## config.mk

```make
export PLATFORM = sky130hd
export DESIGN_NAME = sha256_core
export DESIGN_NICKNAME = d
export VERILOG_FILES = /design/src/rtl/sha2_pkg.sv /design/src/rtl/sha256_schedule.sv /design/src/rtl/sha256_core.sv
export SDC_FILE = /design/constraint.sdc
export NUM_CORES = 2
export LEC_CHECK = 0
export ABC_AREA = 1
export BUFFER_PORTS_ARGS = -buffer_cell sky130_fd_sc_hd__buf_2
export CAP_MARGIN = 20
export CORE_ASPECT_RATIO = 1.2
export CORE_MARGIN = 5
export CORE_UTILIZATION = 40
export DETAILED_ROUTE_END_ITERATION = 16
export REMOVE_ABC_BUFFERS = 1
export SLEW_MARGIN = 20
export SYNTH_ARGS = -nofsm -noshare
export SYNTH_HDL_FRONTEND = slang
export SYNTH_HIERARCHICAL = 1
export SYNTH_SLANG_ARGS = --single-unit
```

## constraint.sdc

```tcl
create_clock -name clk_i -period 15.23 [get_ports clk_i]
set_input_delay 2.2845 -clock clk_i [delete_from_list [all_inputs] [get_ports clk_i]]
set_output_delay 2.2845 -clock clk_i [all_outputs]
set_load 0.01 [all_outputs]
```

## src/rtl/sha2_pkg.sv

```systemverilog
// SHA-2 (256/224) shared definitions.
// Contents: FSM state enum, round constant table K, the SHA-256 and SHA-224
// initial hash values, and the round/schedule mixing functions.
`timescale 1ns/1ps
package sha2_pkg;

    typedef enum logic [2:0] {
        ST_IDLE    = 3'd0,
        ST_HASHING = 3'd1,
        ST_FINAL   = 3'd2,
        ST_HOLD    = 3'd3,
        ST_DONE    = 3'd4
    } sha2_state_e;

    localparam logic [31:0] K [64] = '{
        32'h428a2f98, 32'h71374491, 32'hb5c0fbcf, 32'he9b5dba5,
        32'h3956c25b, 32'h59f111f1, 32'h923f82a4, 32'hab1c5ed5,
        32'hd807aa98, 32'h12835b01, 32'h243185be, 32'h550c7dc3,
        32'h72be5d74, 32'h80deb1fe, 32'h9bdc06a7, 32'hc19bf174,
        32'he49b69c1, 32'hefbe4786, 32'h0fc19dc6, 32'h240ca1cc,
        32'h2de92c6f, 32'h4a7484aa, 32'h5cb0a9dc, 32'h76f988da,
        32'h983e5152, 32'ha831c66d, 32'hb00327c8, 32'hbf597fc7,
        32'hc6e00bf3, 32'hd5a79147, 32'h06ca6351, 32'h14292967,
        32'h27b70a85, 32'h2e1b2138, 32'h4d2c6dfc, 32'h53380d13,
        32'h650a7354, 32'h766a0abb, 32'h81c2c92e, 32'h92722c85,
        32'ha2bfe8a1, 32'ha81a664b, 32'hc24b8b70, 32'hc76c51a3,
        32'hd192e819, 32'hd6990624, 32'hf40e3585, 32'h106aa070,
        32'h19a4c116, 32'h1e376c08, 32'h2748774c, 32'h34b0bcb5,
        32'h391c0cb3, 32'h4ed8aa4a, 32'h5b9cca4f, 32'h682e6ff3,
        32'h748f82ee, 32'h78a5636f, 32'h84c87814, 32'h8cc70208,
        32'h90befffa, 32'ha4506ceb, 32'hbef9a3f7, 32'hc67178f2
    };

    localparam logic [31:0] IV_SHA256 [8] = '{
        32'h6a09e667, 32'hbb67ae85, 32'h3c6ef372, 32'ha54ff53a,
        32'h510e527f, 32'h9b05688c, 32'h1f83d9ab, 32'h5be0cd19
    };

    localparam logic [31:0] IV_SHA224 [8] = '{
        32'hc1059ed8, 32'h367cd507, 32'h3070dd17, 32'hf70e5939,
        32'hffc00b31, 32'h68581511, 32'h64f98fa7, 32'hbefa4fa4
    };

    function automatic logic [31:0] ror32(input logic [31:0] x, input int unsigned n);
        return (x >> n) | (x << (32 - n));
    endfunction

    function automatic logic [31:0] big_sigma0(input logic [31:0] x);
        return ror32(x, 2) ^ ror32(x, 13) ^ ror32(x, 22);
    endfunction

    function automatic logic [31:0] big_sigma1(input logic [31:0] x);
        return ror32(x, 6) ^ ror32(x, 11) ^ ror32(x, 25);
    endfunction

    function automatic logic [31:0] small_sigma0(input logic [31:0] x);
        return ror32(x, 7) ^ ror32(x, 18) ^ (x >> 3);
    endfunction

    function automatic logic [31:0] small_sigma1(input logic [31:0] x);
        return ror32(x, 17) ^ ror32(x, 19) ^ (x >> 10);
    endfunction

    function automatic logic [31:0] ch(input logic [31:0] e, f, g);
        return (e & f) ^ (~e & g);
    endfunction

    function automatic logic [31:0] maj(input logic [31:0] a, b, c);
        return (a & b) ^ (a & c) ^ (b & c);
    endfunction

endpackage

```

## src/rtl/sha256_schedule.sv

```systemverilog
// SHA-256 message schedule: a 16-word rolling window.
// Ports: clk_i, rst_ni (async active-low); load_i copies block_i (word 0 in
// [511:480]) into the window; advance_i shifts the window by one word and
// appends the next recurrence word; w_o is W[t] for the current round.
`timescale 1ns/1ps
module sha256_schedule
    import sha2_pkg::*;
(
    input  logic         clk_i,
    input  logic         rst_ni,
    input  logic         load_i,
    input  logic         advance_i,
    input  logic [511:0] block_i,
    output logic [31:0]  w_o
);

    logic [31:0] w_q [16];
    logic [31:0] w_next;

    // With w_q[0] = W[t]: W[t+16] = s1(W[t+14]) + W[t+9] + s0(W[t+1]) + W[t].
    // Running it from round 0 keeps the window correct for every t.
    assign w_next = small_sigma1(w_q[14]) + w_q[9] + small_sigma0(w_q[1]) + w_q[0];
    assign w_o    = w_q[0];

    always_ff @(posedge clk_i or negedge rst_ni) begin
        if (!rst_ni) begin
            for (int i = 0; i < 16; i++) w_q[i] <= '0;
        end else if (load_i) begin
            for (int i = 0; i < 16; i++) w_q[i] <= block_i[511 - 32*i -: 32];
        end else if (advance_i) begin
            for (int i = 0; i < 15; i++) w_q[i] <= w_q[i+1];
            w_q[15] <= w_next;
        end
    end

endmodule

```

## src/rtl/sha256_core.sv

```systemverilog
// Iterative SHA-256/SHA-224 core, one round per clock.
// Ports: clk_i, rst_ni (async active-low); block_i/block_valid_i/block_ready_o
// with last_block_i and mode_i (0=SHA-256, 1=SHA-224) qualify input blocks;
// enable_hash_i pauses rounds; rst_hash_i aborts to IDLE; hold_o/idle_o are
// state decodes; digest_o (H0 in MSBs) is final while digest_valid_o is high.
`timescale 1ns/1ps
module sha256_core
    import sha2_pkg::*;
#(
    parameter int BlockWidth   = 512,
    parameter int DigestWidth  = 256,
    parameter bit Sha224Enable = 1'b1
) (
    input  logic                   clk_i,
    input  logic                   rst_ni,
    input  logic [BlockWidth-1:0]  block_i,
    input  logic                   block_valid_i,
    output logic                   block_ready_o,
    input  logic                   last_block_i,
    input  logic                   mode_i,
    input  logic                   enable_hash_i,
    input  logic                   rst_hash_i,
    output logic                   hold_o,
    output logic                   idle_o,
    output logic [DigestWidth-1:0] digest_o,
    output logic                   digest_valid_o
);

    sha2_state_e state_q, state_d;
    logic [5:0]  round_q;
    logic        mode_q, last_q, digest_valid_q;
    logic [31:0] h_q  [8];
    logic [31:0] wv_q [8];   // working variables a..h
    logic [31:0] wv_d [8];
    logic [31:0] iv_sel [8];
    logic [31:0] w_t, t1, t2;
    logic        mode_sel;
    logic        load_iv, load_h, do_round, do_final;
    logic [255:0] digest_full;

    assign mode_sel = Sha224Enable & mode_i;

    always_comb begin
        for (int i = 0; i < 8; i++) iv_sel[i] = mode_sel ? IV_SHA224[i] : IV_SHA256[i];
    end

    sha256_schedule u_schedule (
        .clk_i     (clk_i),
        .rst_ni    (rst_ni),
        .load_i    (load_iv | load_h),
        .advance_i (do_round),
        .block_i   (block_i),
        .w_o       (w_t)
    );

    // Compression round on a..h = wv_q[0..7].
    assign t1 = wv_q[7] + big_sigma1(wv_q[4]) + ch(wv_q[4], wv_q[5], wv_q[6]) + K[round_q] + w_t;
    assign t2 = big_sigma0(wv_q[0]) + maj(wv_q[0], wv_q[1], wv_q[2]);

    always_comb begin
        wv_d[0] = t1 + t2;
        wv_d[1] = wv_q[0];
        wv_d[2] = wv_q[1];
        wv_d[3] = wv_q[2];
        wv_d[4] = wv_q[3] + t1;
        wv_d[5] = wv_q[4];
        wv_d[6] = wv_q[5];
        wv_d[7] = wv_q[6];
    end

    // Handshake: a block transfers on a rising clk_i edge where block_valid_i
    // and block_ready_o are both high. Ready is offered only in IDLE and HOLD,
    // only while enable_hash_i is high and rst_hash_i is low, and never while
    // rst_ni is asserted; the producer holds block_i/last_block_i/mode_i
    // stable while block_valid_i is high.
    always_comb begin
        state_d       = state_q;
        block_ready_o = 1'b0;
        load_iv       = 1'b0;
        load_h        = 1'b0;
        do_round      = 1'b0;
        do_final      = 1'b0;
        unique case (state_q)
            ST_IDLE, ST_HOLD: begin
                block_ready_o = rst_ni & enable_hash_i & ~rst_hash_i;
                if (block_valid_i && rst_ni && enable_hash_i && !rst_hash_i) begin
                    state_d = ST_HASHING;
                    load_iv = (state_q == ST_IDLE);
                    load_h  = (state_q == ST_HOLD);
                end
            end
            ST_HASHING: begin
                if (enable_hash_i) begin
                    do_round = 1'b1;
                    if (round_q == 6'd63) state_d = ST_FINAL;
                end
            end
            ST_FINAL: begin
                do_final = 1'b1;
                state_d  = last_q ? ST_DONE : ST_HOLD;
            end
            ST_DONE: ;
            default: state_d = ST_IDLE;
        endcase
        // Abort wins over everything, including a simultaneous handshake.
        if (rst_hash_i) begin
            state_d  = ST_IDLE;
            load_iv  = 1'b0;
            load_h   = 1'b0;
            do_round = 1'b0;
            do_final = 1'b0;
        end
    end

    always_ff @(posedge clk_i or negedge rst_ni) begin
        if (!rst_ni) state_q <= ST_IDLE;
        else         state_q <= state_d;
    end

    always_ff @(posedge clk_i or negedge rst_ni) begin
        if (!rst_ni) begin
            round_q        <= '0;
            mode_q         <= 1'b0;
            last_q         <= 1'b0;
            digest_valid_q <= 1'b0;
            for (int i = 0; i < 8; i++) begin
                h_q[i]  <= IV_SHA256[i];
                wv_q[i] <= IV_SHA256[i];
            end
        end else begin
            // Valid trails entry into DONE by one cycle, giving the 66-cycle
            // accept-to-valid latency.
            digest_valid_q <= (state_q == ST_DONE) && !rst_hash_i;
            if (load_iv) begin
                round_q <= '0;
                mode_q  <= mode_sel;
                last_q  <= last_block_i;
                for (int i = 0; i < 8; i++) begin
                    h_q[i]  <= iv_sel[i];
                    wv_q[i] <= iv_sel[i];
                end
            end else if (load_h) begin
                round_q <= '0;
                last_q  <= last_block_i;
                for (int i = 0; i < 8; i++) wv_q[i] <= h_q[i];
            end else if (do_round) begin
                round_q <= round_q + 6'd1;
                for (int i = 0; i < 8; i++) wv_q[i] <= wv_d[i];
            end else if (do_final) begin
                for (int i = 0; i < 8; i++) h_q[i] <= h_q[i] + wv_q[i];
            end
        end
    end

    always_comb begin
        digest_full = '0;
        if (state_q == ST_HOLD || state_q == ST_DONE) begin
            for (int i = 0; i < 8; i++) digest_full[255 - 32*i -: 32] = h_q[i];
            if (mode_q) digest_full[31:0] = '0;
        end
    end

    assign digest_o       = digest_full[DigestWidth-1:0];
    assign digest_valid_o = digest_valid_q;
    assign hold_o         = (state_q == ST_HOLD);
    assign idle_o         = (state_q == ST_IDLE);

endmodule

```

==> flow_summary_export.csv <==
group,metric,value,unit
job,maxCapViolations,0,
sta,grt_setup_unrepaired,"no",
logic_synthesis,syn-mean-instance-area,7.489,um^2
worst_setup_path,arrival,8.84,ns
worst_setup_path,crit_buf_inv,9,
global_route,grt-ovfl-total,0,
global_route,grt_max_degree,189,
routing,wl_per_cell,27.88,um
clocking,cts-root-buf,"clkbuf_16",
sta,clock_skew,0.09099,ns
hold_path,hp-class,"flop to flop",
logic_synthesis,synth_edf_count,0,
floorplanning,ioPinCount,779,
worst_setup_path,cp-end-kind,"flop",
final_layout,drive_gt1_share,13.42,%
logic_synthesis,syn_area,0.07912,mm^2
place,portBuffers,778,
place,dp.cells,13540,
clocking,cts_max_level,3,
logic_synthesis,yosysUniqueCellTypes,67,
global_route,grt_pass1_wl,548000,um
floorplanning,rows,178,
logic_synthesis,ys_seq_elements,1036,
worst_setup_path,critPathKind,"flop to flop",
clocking,cts.sinks,1036,
sta,relSlewSlack,24.47,%
worst_setup_path,critPathLaunchType,"flop",
clocking,cts_tree,"yes",
outcome,outcome,"finished clean",
routing,drcViolationCount,0,
global_route,track_usage,35.78,%
place,place_congestion,0.9917,
logic_synthesis,netlist_instances,10570,
sta,whs,0.4811,ns
routing,drtPass1Iterations,6,
clocking,post-cts-setup-buffers,0,
floorplanning,dieArea,0.2068,mm^2
final_layout,final_cells,13790,
sta,fmax,121.7,MHz
floorplanning,initial_utilization,40.28,%
sta,fin_crit_sh,53.95,%
worst_setup_path,worstPathMaxFanout,12,
worst_setup_path,crit_top_cell,"inv_1",
global_route,grt_pass1_vias,77390,
clocking,cts-buffers-inserted,117,
floorplanning,coreArea,0.1964,mm^2
logic_synthesis,synth-seq-area-share,33.20,%
logic_synthesis,ys_async_sr_fraction,100.0,%
place,hpwl,304200,um
sta,report.final.hold_viol_count,0,
final_layout,area.growth.synth_to_final,12.32,%
routing,first_iter_violations,8157,
routing,drtAntennaViolNets,0,
clocking,clk_pin_slew,0.07,ns
logic_synthesis,ys.flop_type,"dfrtp_1",
worst_setup_path,path_delay_family,"adder cells",
sta,timing.final.crit_period,8.216,ns
worst_setup_path,required,15.86,ns
floorplanning,die_x,416.0,um
routing,vias,78580,
routing,viasPerCell,5.699,
final_layout,final_nets,12160,
sta,drv_slew,0,
clocking,clockBufferDepth,3,
logic_synthesis,ys_warn_count,6,
worst_setup_path,crit_slowest_cell,"o21ai_0",
floorplanning,die-height,497.2,um
clocking,clk_latency,0.83,ns
worst_setup_path,critPathMaxStageDelay,0.68,ns
routing,drt-total-wl,384400,um
sta,worst-slew-pin-transition,1.121,ns
sta,setup_viol,0,
clocking,cts_hold_buffers,0,
clocking,cts_resized,0,
global_route,antenna_found_initial,87,
-- tightest hold or removal path, delay by kind of cell, from the launching register on --
family / cells / cell delay, ns
simple gates: 1 / 0.06
flops: 1 / 0.34
compound gates: 1 / 0.05
-- registers in the layout, summed over array words and instances (netlist names) --
name and count:
digest_valid_o 1, h_q 256, last_q 1, mode_q 1
round_q 6, state_q 3, u_schedule/w_o 32, u_schedule/w_q 480
wv_d 192, wv_q 64
-- cells by family (layout without fill, tap and decap cells) --
family | Yosys count | in the layout | share of synthesized area, %
AND/OR/NAND/NOR | 3378 | 3378 | 17.11
AO/OA/AOI/OAI | 2788 | 2788 | 22.16
buffers and inverters | 2363 | 2948 | 11.78
flip-flops | 1036 | 1036 | 33.20
adder cells (fa/ha/maj) | 594 | 594 | 11.24
XOR/XNOR | 406 | 406 | 4.512
other | 0 | 28 | 0
-- layout make-up --
type	count	area, um^2
fill	20440	107600
multi-input combinational	7166	43570
clock buffer	174	3412
tap	2610	3266
sequential	1036	26270
clock inverter	47	581.8
antenna	28	70.07
inverter	1859	7017
timing repair buffer	868	4682
-- per-stage QoR --
stage | cell area, um^2 | setup WS (ns) | util, % | TNS (ns)
floorplan | 76780 | -3.011 | - | -1265.63
global placement | 84760 | 7.017 | 43.15 | 0
detailed placement | 84780 | 7.137 | 43.16 | 0
CTS | 88780 | 7.116 | 45.19 | 0
global route | 88820 | 6.412 | 45.21 | 0
finish | 88870 | 7.014 | 45.24 | 0
-- routing by layer --
layer  part of all wire (%)  vias up  track usage, %
li1                       -    35720               -
met2                     46     3489           58.16
met5                   0.16        -               0
met3                    7.5      873           7.068
met1                     39    38400           43.90
met4                    7.4       94           21.59
-- worst paths after layout --
path,from,endpoint,slack [ns],cells after the start
max in group asynchronous,rst_ni,h_q[51],9.68,6
hold reg to reg,u_schedule/w_q[397],u_schedule/w_q[429],0.48,2
setup / recovery,round_q[1],wv_d[215],7.01,37
min in group asynchronous,rst_ni,wv_d[183],1.36,1
hold / removal,u_schedule/w_q[397],u_schedule/w_q[429],0.48,2
setup reg to reg,round_q[1],wv_d[215],7.01,37
-- cells in the mapped netlist (48+ instances only) --
cell / number / share of area (%)
clkbuf_1: 300 / 1.4
dfrtp_1: 764 / 24
a22oi_1: 91 / 0.86
xnor2_1: 177 / 2.0
o221ai_2: 90 / 1.7
nor2_1: 800 / 3.8
xor2_1: 228 / 2.5
inv_1: 1841 / 8.7
o21ai_0: 1082 / 6.8
ha_1: 399 / 6.3
buf_4: 48 / 0.46
a21oi_1: 623 / 3.9
nand4_1: 50 / 0.40
dfstp_2: 272 / 9.0
fa_1: 195 / 4.9
o21ai_1: 69 / 0.44
nand3_1: 309 / 2.0
buf_2: 115 / 0.73
o21bai_1: 59 / 0.56
o22ai_1: 71 / 0.56
nand2_1: 2072 / 9.8
o221ai_1: 303 / 3.4
o211ai_1: 126 / 1.2
a21o_1: 81 / 0.77
nor3_1: 81 / 0.51
a31oi_1: 51 / 0.40
-- layout by cell type (no fill, tap or decap), types with 27 or more instances in the layout --
master,instances
nand4_1,50
fa_1,195
diode_2,28
clkbuf_16,117
o211ai_1,126
xnor2_1,177
a21o_1,81
o21ai_1,73
dfstp_2,272
nor3_1,81
buf_2,779
nor2_1,799
a22oi_1,91
o221ai_1,303
a21oi_1,623
o22ai_1,71
clkbuf_1,30
nand3_1,309
nand2_1,2071
xor2_1,228
inv_1,1839
o21bai_1,59
o221ai_2,90
o21ai_0,1077
buf_4,78
ha_1,399
clkbuf_8,27
dfrtp_1,762
a31oi_1,51
Power is left out: the tool's default activity adds up to more than one toggle a clock period on the data nets, which glitch-free logic cannot reach.
